File: config.mk
export PLATFORM = sky130hd
export DESIGN_NAME = alu_exec_stage_flat
export DESIGN_NICKNAME = d
export VERILOG_FILES = /design/src/rtl/alu_pkg.sv /design/src/rtl/alu_exec_stage_if.sv /design/src/rtl/alu_skid_buffer.sv /design/src/rtl/alu_exec_stage.sv /design/src/flat_wrapper.sv
export SDC_FILE = /design/constraint.sdc
export NUM_CORES = 1
export LEC_CHECK = 0
export CELL_PAD_IN_SITES_DETAIL_PLACEMENT = 2
export CELL_PAD_IN_SITES_GLOBAL_PLACEMENT = 2
export CORE_MARGIN = 2
export CORE_UTILIZATION = 36
export DETAILED_ROUTE_END_ITERATION = 16
export PLACE_DENSITY_LB_ADDON = 0.1
export SETUP_SLACK_MARGIN = 0.15
export SLEW_MARGIN = 20
export SYNTH_ARGS = -nofsm -noshare
export SYNTH_HDL_FRONTEND = slang
export SYNTH_HIERARCHICAL = 1
export SYNTH_SLANG_ARGS = --single-unit
File: constraint.sdc
create_clock -name clock -period 2 [get_ports clock]
set_clock_uncertainty 0.1 [all_clocks]
set_input_delay 0.5 -clock clock [delete_from_list [all_inputs] [get_ports clock]]
set_output_delay 0.5 -clock clock [all_outputs]
set_load 0.005 [all_outputs]
File: src/rtl/alu_pkg.sv
// Shared types and constants for the 32-bit ALU execute stage.
// Opcode encodings, the buffered result entry, and the skid-buffer occupancy states.
package alu_pkg;

  localparam int WIDTH = 32;
  localparam int DEPTH = 2;

  localparam logic [4:0] OP_ADD = 5'b00000;
  localparam logic [4:0] OP_SUB = 5'b00001;
  localparam logic [4:0] OP_AND = 5'b00010;
  localparam logic [4:0] OP_OR  = 5'b00011;
  localparam logic [4:0] OP_SLL = 5'b00100;
  localparam logic [4:0] OP_SRA = 5'b00101;

  typedef struct packed {
    logic [WIDTH-1:0] result;
    logic             ne;
    logic             lt;
    logic             ovf;
    logic             illegal;
  } alu_result_t;

  // Occupancy doubles as the buffer state: the encoding equals the entry count.
  typedef enum logic [1:0] {
    BUF_EMPTY = 2'd0,
    BUF_ONE   = 2'd1,
    BUF_FULL  = 2'd2
  } buf_state_t;

endpackage

File: src/rtl/alu_exec_stage_if.sv
// Upstream (operation) and downstream (result) handshakes of the ALU execute stage.
// master = the side that issues operations and consumes results; slave = the stage.
interface alu_exec_stage_if;
  import alu_pkg::*;

  logic             in_valid;
  logic             in_ready;
  logic [4:0]       in_opcode;
  logic [WIDTH-1:0] in_a;
  logic [WIDTH-1:0] in_b;
  logic [4:0]       in_shamt;

  logic             out_valid;
  logic             out_ready;
  logic [WIDTH-1:0] out_result;
  logic             out_ne;
  logic             out_lt;
  logic             out_ovf;
  logic             out_illegal;

  modport master (
    output in_valid, in_opcode, in_a, in_b, in_shamt, out_ready,
    input  in_ready, out_valid, out_result, out_ne, out_lt, out_ovf, out_illegal
  );

  modport slave (
    input  in_valid, in_opcode, in_a, in_b, in_shamt, out_ready,
    output in_ready, out_valid, out_result, out_ne, out_lt, out_ovf, out_illegal
  );

endinterface

File: src/rtl/alu_skid_buffer.sv
// Two-entry valid/ready FIFO of ALU result entries.
// in_ready depends only on the registered occupancy, so there is no out_ready -> in_ready path.
module alu_skid_buffer
  import alu_pkg::*;
(
  input  logic        clock,
  input  logic        reset_n,
  input  logic        in_valid,
  output logic        in_ready,
  input  alu_result_t in_data,
  output logic        out_valid,
  input  logic        out_ready,
  output alu_result_t out_data
);

  buf_state_t  state_reg, state_next;
  logic        head_reg, head_next;
  logic        tail_reg, tail_next;
  logic        push, pop;
  alu_result_t entries_reg [DEPTH];

  assign in_ready  = (state_reg != BUF_FULL);
  assign out_valid = (state_reg != BUF_EMPTY);
  assign out_data  = entries_reg[head_reg];

  always_comb begin
    push       = in_valid && in_ready;
    pop        = out_valid && out_ready;
    state_next = state_reg;
    head_next  = head_reg;
    tail_next  = tail_reg;
    if (push) tail_next = ~tail_reg;
    if (pop)  head_next = ~head_reg;
    // Simultaneous push and pop leave the occupancy unchanged.
    case ({push, pop})
      2'b10:   state_next = (state_reg == BUF_EMPTY) ? BUF_ONE : BUF_FULL;
      2'b01:   state_next = (state_reg == BUF_FULL) ? BUF_ONE : BUF_EMPTY;
      default: state_next = state_reg;
    endcase
  end

  always_ff @(posedge clock or negedge reset_n) begin
    if (!reset_n) begin
      state_reg <= BUF_EMPTY;
      head_reg  <= 1'b0;
      tail_reg  <= 1'b0;
    end else begin
      state_reg <= state_next;
      head_reg  <= head_next;
      tail_reg  <= tail_next;
    end
  end

  // Entries are cleared on reset so the presented head reads as all-zero.
  always_ff @(posedge clock or negedge reset_n) begin
    if (!reset_n) begin
      for (int i = 0; i < DEPTH; i++) entries_reg[i] <= '0;
    end else if (push) begin
      entries_reg[tail_reg] <= in_data;
    end
  end

endmodule

File: src/rtl/alu_exec_stage.sv
// Registered ALU execute stage: combinational ADD/SUB/AND/OR/SLL/SRA feeding a
// two-entry skid buffer that presents result and flags to the writeback/branch stage.
module alu_exec_stage
  import alu_pkg::*;
(
  input  logic          clock,
  input  logic          reset_n,
  alu_exec_stage_if.slave bus
);

  logic [WIDTH-1:0] a, b, sum, diff, sll_val, sra_val;
  logic [4:0]       shamt;
  logic             add_ovf, sub_ovf;
  alu_result_t      alu_out, head;

  assign a     = bus.in_a;
  assign b     = bus.in_b;
  assign shamt = bus.in_shamt;
  assign sum   = a + b;
  assign diff  = a - b;

  assign add_ovf = (a[WIDTH-1] == b[WIDTH-1]) && (sum[WIDTH-1] != a[WIDTH-1]);
  assign sub_ovf = (a[WIDTH-1] != b[WIDTH-1]) && (diff[WIDTH-1] != a[WIDTH-1]);

  // Five log-shifter levels, level k moving by 2**k when shamt[k] is set.
  always_comb begin
    sll_val = a;
    sra_val = a;
    for (int lvl = 0; lvl < 5; lvl++) begin
      if (shamt[lvl]) begin
        sll_val = sll_val << (1 << lvl);
        sra_val = WIDTH'($signed(sra_val) >>> (1 << lvl));
      end
    end
  end

  always_comb begin
    alu_out = '0;
    case (bus.in_opcode)
      OP_ADD: begin
        alu_out.result = sum;
        alu_out.ovf    = add_ovf;
      end
      OP_SUB: begin
        alu_out.result = diff;
        alu_out.ovf    = sub_ovf;
        alu_out.lt     = diff[WIDTH-1] ^ sub_ovf;
        alu_out.ne     = |diff;
      end
      OP_AND:  alu_out.result = a & b;
      OP_OR:   alu_out.result = a | b;
      OP_SLL:  alu_out.result = sll_val;
      OP_SRA:  alu_out.result = sra_val;
      default: alu_out.illegal = 1'b1;
    endcase
  end

  alu_skid_buffer u_skid (
    .clock     (clock),
    .reset_n   (reset_n),
    .in_valid  (bus.in_valid),
    .in_ready  (bus.in_ready),
    .in_data   (alu_out),
    .out_valid (bus.out_valid),
    .out_ready (bus.out_ready),
    .out_data  (head)
  );

  assign bus.out_result  = head.result;
  assign bus.out_ne      = head.ne;
  assign bus.out_lt      = head.lt;
  assign bus.out_ovf     = head.ovf;
  assign bus.out_illegal = head.illegal;

  // A stalled upstream must keep presenting the same operation.
  property p_hold_when_stalled;
    @(posedge clock) disable iff (!reset_n)
      (bus.in_valid && !bus.in_ready) |=>
        (bus.in_valid && $stable(bus.in_opcode) && $stable(bus.in_a) &&
         $stable(bus.in_b) && $stable(bus.in_shamt));
  endproperty
  a_hold_when_stalled: assert property (p_hold_when_stalled);

endmodule

File: src/flat_wrapper.sv
// flat-port wrapper written by rule: the top's interface ports become plain ports
module alu_exec_stage_flat import alu_pkg::*;
  (clock, reset_n, bus_in_valid, bus_in_opcode, bus_in_a, bus_in_b, bus_in_shamt, bus_out_ready, bus_in_ready, bus_out_valid, bus_out_result, bus_out_ne, bus_out_lt, bus_out_ovf, bus_out_illegal);
  alu_exec_stage_if bus_i ();
  input  logic clock;
  input  logic reset_n;
  input wire logic [$bits(bus_i.in_valid)-1:0] bus_in_valid;
  input wire logic [$bits(bus_i.in_opcode)-1:0] bus_in_opcode;
  input wire logic [$bits(bus_i.in_a)-1:0] bus_in_a;
  input wire logic [$bits(bus_i.in_b)-1:0] bus_in_b;
  input wire logic [$bits(bus_i.in_shamt)-1:0] bus_in_shamt;
  input wire logic [$bits(bus_i.out_ready)-1:0] bus_out_ready;
  output wire logic [$bits(bus_i.in_ready)-1:0] bus_in_ready;
  output wire logic [$bits(bus_i.out_valid)-1:0] bus_out_valid;
  output wire logic [$bits(bus_i.out_result)-1:0] bus_out_result;
  output wire logic [$bits(bus_i.out_ne)-1:0] bus_out_ne;
  output wire logic [$bits(bus_i.out_lt)-1:0] bus_out_lt;
  output wire logic [$bits(bus_i.out_ovf)-1:0] bus_out_ovf;
  output wire logic [$bits(bus_i.out_illegal)-1:0] bus_out_illegal;
  assign bus_i.in_valid = bus_in_valid;
  assign bus_i.in_opcode = bus_in_opcode;
  assign bus_i.in_a = bus_in_a;
  assign bus_i.in_b = bus_in_b;
  assign bus_i.in_shamt = bus_in_shamt;
  assign bus_i.out_ready = bus_out_ready;
  assign bus_in_ready = bus_i.in_ready;
  assign bus_out_valid = bus_i.out_valid;
  assign bus_out_result = bus_i.out_result;
  assign bus_out_ne = bus_i.out_ne;
  assign bus_out_lt = bus_i.out_lt;
  assign bus_out_ovf = bus_i.out_ovf;
  assign bus_out_illegal = bus_i.out_illegal;
  alu_exec_stage u_core (.clock(clock), .reset_n(reset_n), .bus(bus_i));
endmodule
==> results of run 1 <==
[cell usage after synthesis, drive strengths merged (5+ instances only)]
master   instances
or2              5
mux2           115
xor2            14
o21a             6
o22ai           17
a31oi           11
a211o           12
o31ai           12
a2111oi          5
o311ai           7
dfrtp           76
a221oi           8
a21oi          147
and2             7
o21ai          148
mux2i           81
ha             104
or3             13
a21o            19
buf             42
nand2b          22
o221ai          15
inv            100
o211ai          20
a211oi          28
xnor2           27
nand3           18
o21bai          13
nor4            15
nor2b           14
nand2           95
clkbuf          65
a221o            6
and3            10
nand4           12
nor3            30
nor2           175
[stage by stage]
stage	cells	hold WS, ns	TNS, ns	worst slack (ns)
floorplan	1575	0.1044	-63.74	-2.879
global placement	2637	0.3737	-144.12	-3.876
[cells by family after synthesis]
family | after synthesis | share of synthesized area, %
AND/OR/NAND/NOR | 432 | 16.53
adder cells (fa/ha/maj) | 107 | 11.10
buffers and inverters | 209 | 7.572
flip-flops | 76 | 15.51
multiplexers | 199 | 19.56
AO/OA/AOI/OAI | 511 | 26.79
XOR/XNOR | 41 | 2.929
==> key figures, run 1 <==
Synth
  • Top FF cell, synth: dfrtp_1
  • Yosys warns: 6
  • Cell Area, Synth: 0.01226 sq mm
  • Yosys top cell by area: dfrtp_1
  • Area share of the largest cell type after synthesis: 15.51%
  • Post-Syn Area per Cell: 7.784 sq um
  • Syn Inst Count: 1575
  • Ranking of synthesized cells by area: dfrtp_1 16%, ha_1 11%, mux2_4 7.3%
  • Cell variety after synth: 95
  • Post-synth ARST share: 100.0%
  • Post-synthesis sequential area ratio: 15.51%
  • Synthesized net count: 1760
  • #FFs+latches synth: 76
  • EDFF count, synth: 0

Status
  • Run status: did not finish
  • Error: [ERROR DPL-0033] detailed placement checks failed during check placement.
  • Stage reached: 3_5_place_dp

Die
  • Initial Utilization: 36.56%
  • Die X-Extent: 188.5 microns
  • Ports: 116
  • Site Rows: 67
  • Chip Height: 188.5 microns

Placed design
  • Port Buf Inserts: 115
  • Hpwl dp: 70.10 mm
  • Placer Congestion: 1.001
==> inputs of run 2 (changes only) <==
--- a/config.mk
+++ b/config.mk
@@ -5,13 +5,10 @@
 export SDC_FILE = /design/constraint.sdc
 export NUM_CORES = 1
 export LEC_CHECK = 0
-export CELL_PAD_IN_SITES_DETAIL_PLACEMENT = 2
-export CELL_PAD_IN_SITES_GLOBAL_PLACEMENT = 2
 export CORE_MARGIN = 2
-export CORE_UTILIZATION = 36
+export CORE_UTILIZATION = 40
 export DETAILED_ROUTE_END_ITERATION = 16
-export PLACE_DENSITY_LB_ADDON = 0.1
-export SETUP_SLACK_MARGIN = 0.15
+export PLACE_DENSITY_LB_ADDON = 0.15
 export SLEW_MARGIN = 20
 export SYNTH_ARGS = -nofsm -noshare
 export SYNTH_HDL_FRONTEND = slang
==> key figures, run 2 <==
Status
  • Run status: complete, but fails checks
  • Failing checks: negative setup slack

Synth
  • Syn Inst Count: 1575 (unchanged)
  • EDFF count, synth: 0 (unchanged)
  • Synthesized net count: 1760 (unchanged)
  • Cell with the most instances after synthesis: nor2_1
  • Ranking of synthesized cells by area: dfrtp_1 16%, ha_1 11%, mux2_4 7.3%
  • Area share of the largest cell type after synthesis: 15.51% (unchanged)
  • #FFs+latches synth: 76 (unchanged)
  • Post-synth ARST share: 100.0% (unchanged)
  • Post-Syn Area per Cell: 7.784 sq um (unchanged)
  • Cell variety after synth: 95 (unchanged)
  • Post-synthesis sequential area ratio: 15.51% (unchanged)
  • Yosys warns: 6 (unchanged)
  • Top FF cell, synth: dfrtp_1
  • Cell Area, Synth: 0.01226 sq mm (unchanged)
  • Most frequent cells after synthesis: 175 x nor2_1, 145 x a21oi_1, 139 x o21ai_0
  • Yosys top cell by area: dfrtp_1

Worst hold path
  • Worst Hold Class: reg2reg

Critical path
  • CP Max Fanout: 2
  • CP Cell Sequence: dlygate4sd2_1, inv_2, ha_4, or3_4, or3_4, or3_4, nor2_4, nor2_4, o21bai_1, a221oi_2, fa_1, nand2_1, or4_4, a31oi_1, nand4_1, a2111oi_2, and4_1, nand4_1, nor4_4, nor2_4, mux2_4
  • Critical path buffers and inverters: 2
  • CP peak stage delay: 0.56 ns
  • Setup crit end kind: flip-flop
  • CP top delay family: simple AND/OR/NAND/NOR gates
  • Worst path arrival time: 5.13 ns
  • Crit path max-delay cell type: fa_1
  • Crit path launch type: primary input
  • Class of the most critical setup path: in2reg
  • CP required: 2.12 ns

Drt
  • Final WL: 59.76 mm
  • Pre-antenna DRT Iters: 6
  • Routed Antenna Nets: 0
  • Routed vias/inst: 5.745
  • Vias: 15250
  • Initial DRC Count: 1526
  • DRC: 0
  • Routed len/inst: 22.51 microns

Global routing
  • First-pass GRT wire length: 87.69 mm
  • Largest net degree at the start of global routing: 38
  • Antenna violations before repair: 2
  • Vias in the first global route: 14800
  • GRT Overall Usage: 36.36%
  • GRT overflow: 0

Die
  • Die X-Extent: 179.1 microns (-5.0%)
  • Chip Height: 179.1 microns (-5.0%)
  • Die ar.: 0.03207 sq mm
  • Site Rows: 64 (-4.5%)
  • Initial Utilization: 40.40% (+3.8 points)
  • Core area: 0.03035 sq mm
  • Ports: 116 (unchanged)

Clock network
  • CTS H-Tree Depth: 3
  • CTS tree: yes
  • Clock Latency Late Sink: 0.34 ns
  • Root buffer cell: clkbuf_16
  • CTS Buf Count: 9
  • Max clock buf depth: 2
  • Clock transition at the registers of the reported paths: 0.06 ns
  • Clock Sink Count: 76

Timing
  • Final Hold Vio Count: 0
  • Post-route setup slack: -3.004 ns
  • Rel. slew slack: 58.94%
  • Min Clock Period, post-route: 5.004 ns
  • RSZ-0062 raised after global routing: yes
  • Setup violators final: 106
  • Tightest Pin Transition: 0.5987 ns
  • Setup tns final: -96.50 ns
  • Highest clock rate: 0.1999 GHz
  • Tcrit/Tclk final: 250.2%
  • Slew Viols, Final: 0

Pwr
  • PwrDens: 588.9 mW/mm^2
  • Leak: 0.01001 uW
  • Peak supply drop: 0.4704 mV

Cells and area
  • Layout cell share with drive strength beyond 1: 50.58%
  • Core Util, Final: 69.03%
  • Fin area: 0.02095 sq mm
  • Layout area overhead: 70.88%
  • Max FFs per register: 72
  • Commonest non-fill, non-tap cell in the layout: buf_4
  • Commonest cells after routing, fill and taps aside: 598 x buf_4, 161 x nor2_1, 110 x a21oi_1, 98 x o21ai_0, 86 x nand2_1
  • Nets: 2439

Placed design
  • Hpwl dp: 47.91 mm (-32%)
  • Placer Congestion: 0.9930 (-0.78%)
  • Port Buf Inserts: 115 (unchanged)
  • Area after DPL: 0.01836 sq mm

Run
  • Max cap viols: 0
==> run 2: cell counts after synthesis <==
No cell type changed its count.
==> run 2: what timing repair did <==
item / CTS / global route
hold buffers: 1 / 0
hold endpoints to repair: 4 / 0
setup buffers: 67 / 28
endpoints found under the setup margin: 108 / 108
resized for setup: 411 / 176
pin swaps: 110 / 107
==> run 2: cell type report <==
| cell class | instances | area [sq um] |
|---|---|---|
| timing repair buffer | 775 | 6477 |
| sequential | 76 | 1903 |
| clock inverter | 2 | 35.03 |
| antenna | 1 | 2.502 |
| multi-input combinational | 1290 | 11320 |
| fill | 2453 | 9398 |
| tap | 396 | 495.5 |
| clock buffer | 13 | 250.2 |
| inverter | 102 | 466.7 |
==> run 2: final timing paths <==
| path | start | end | slack [ns] | depth (start not counted) |
|---|---|---|---|---|
| max in group asynchronous | reset_n | u_core/u_skid/state_reg[1] | 0.71 | 3 |
| setup / recovery | bus_in_b[23] | u_core/u_skid/entries_reg[39] | -3.00 | 21 |
| hold reg to reg | u_core/u_skid/tail_reg | u_core/u_skid/tail_reg | 0.39 | 1 |
| min in group asynchronous | reset_n | u_core/u_skid/entries_reg[46] | 0.55 | 2 |
| setup reg to reg | u_core/u_skid/state_reg[1] | u_core/u_skid/state_reg[0] | 0.21 | 6 |
| hold / removal | u_core/u_skid/tail_reg | u_core/u_skid/tail_reg | 0.39 | 1 |
==> run 2: logic make-up (layout without fill, tap and decap cells) <==
kind of cell             Yosys count  count (layout)  synth area share, %
flip-flops                        76              76                15.51
adder cells (fa/ha/maj)          107             107                11.10
AND/OR/NAND/NOR                  432             432                16.53
XOR/XNOR                          41              41                2.929
multiplexers                     199             199                19.56
buffers and inverters            209             892                7.572
AO/OA/AOI/OAI                    511             511                26.79
other                              0               1                    0
==> run 2: layer usage <==
layer	global-route usage, %	part of all wire, %	up-vias
met2	59.26	46	656
met5	0	0.022	-
met1	49.76	44	7388
met3	4.686	7.2	107
met4	11.28	3.3	2
li1	-	-	7100
==> run 2: where the power goes <==
group | internal, uW | switching, uW
Clock | 992 | 606
Combinational | 4440 | 3830
Sequential | 2110 | 357
Total | 7540 | 4800
==> run 2: through the flow <==
stage	hold slack, ns	setup slack (ns)	cells	power, uW
2_1_floorplan	0.1044	-2.879	1575	6410
3_3_place_gp	0.3597	-3.786	2559	9648
3_5_place_dp	0.3675	-4.060	2559	9752
4_1_cts	0.3963	-3.179	2639	11980
5_1_grt	0.4180	-3.230	2654	12960
6_report	0.3889	-3.004	2655	12340
Note: power is estimated with default switching activity, not from simulation.
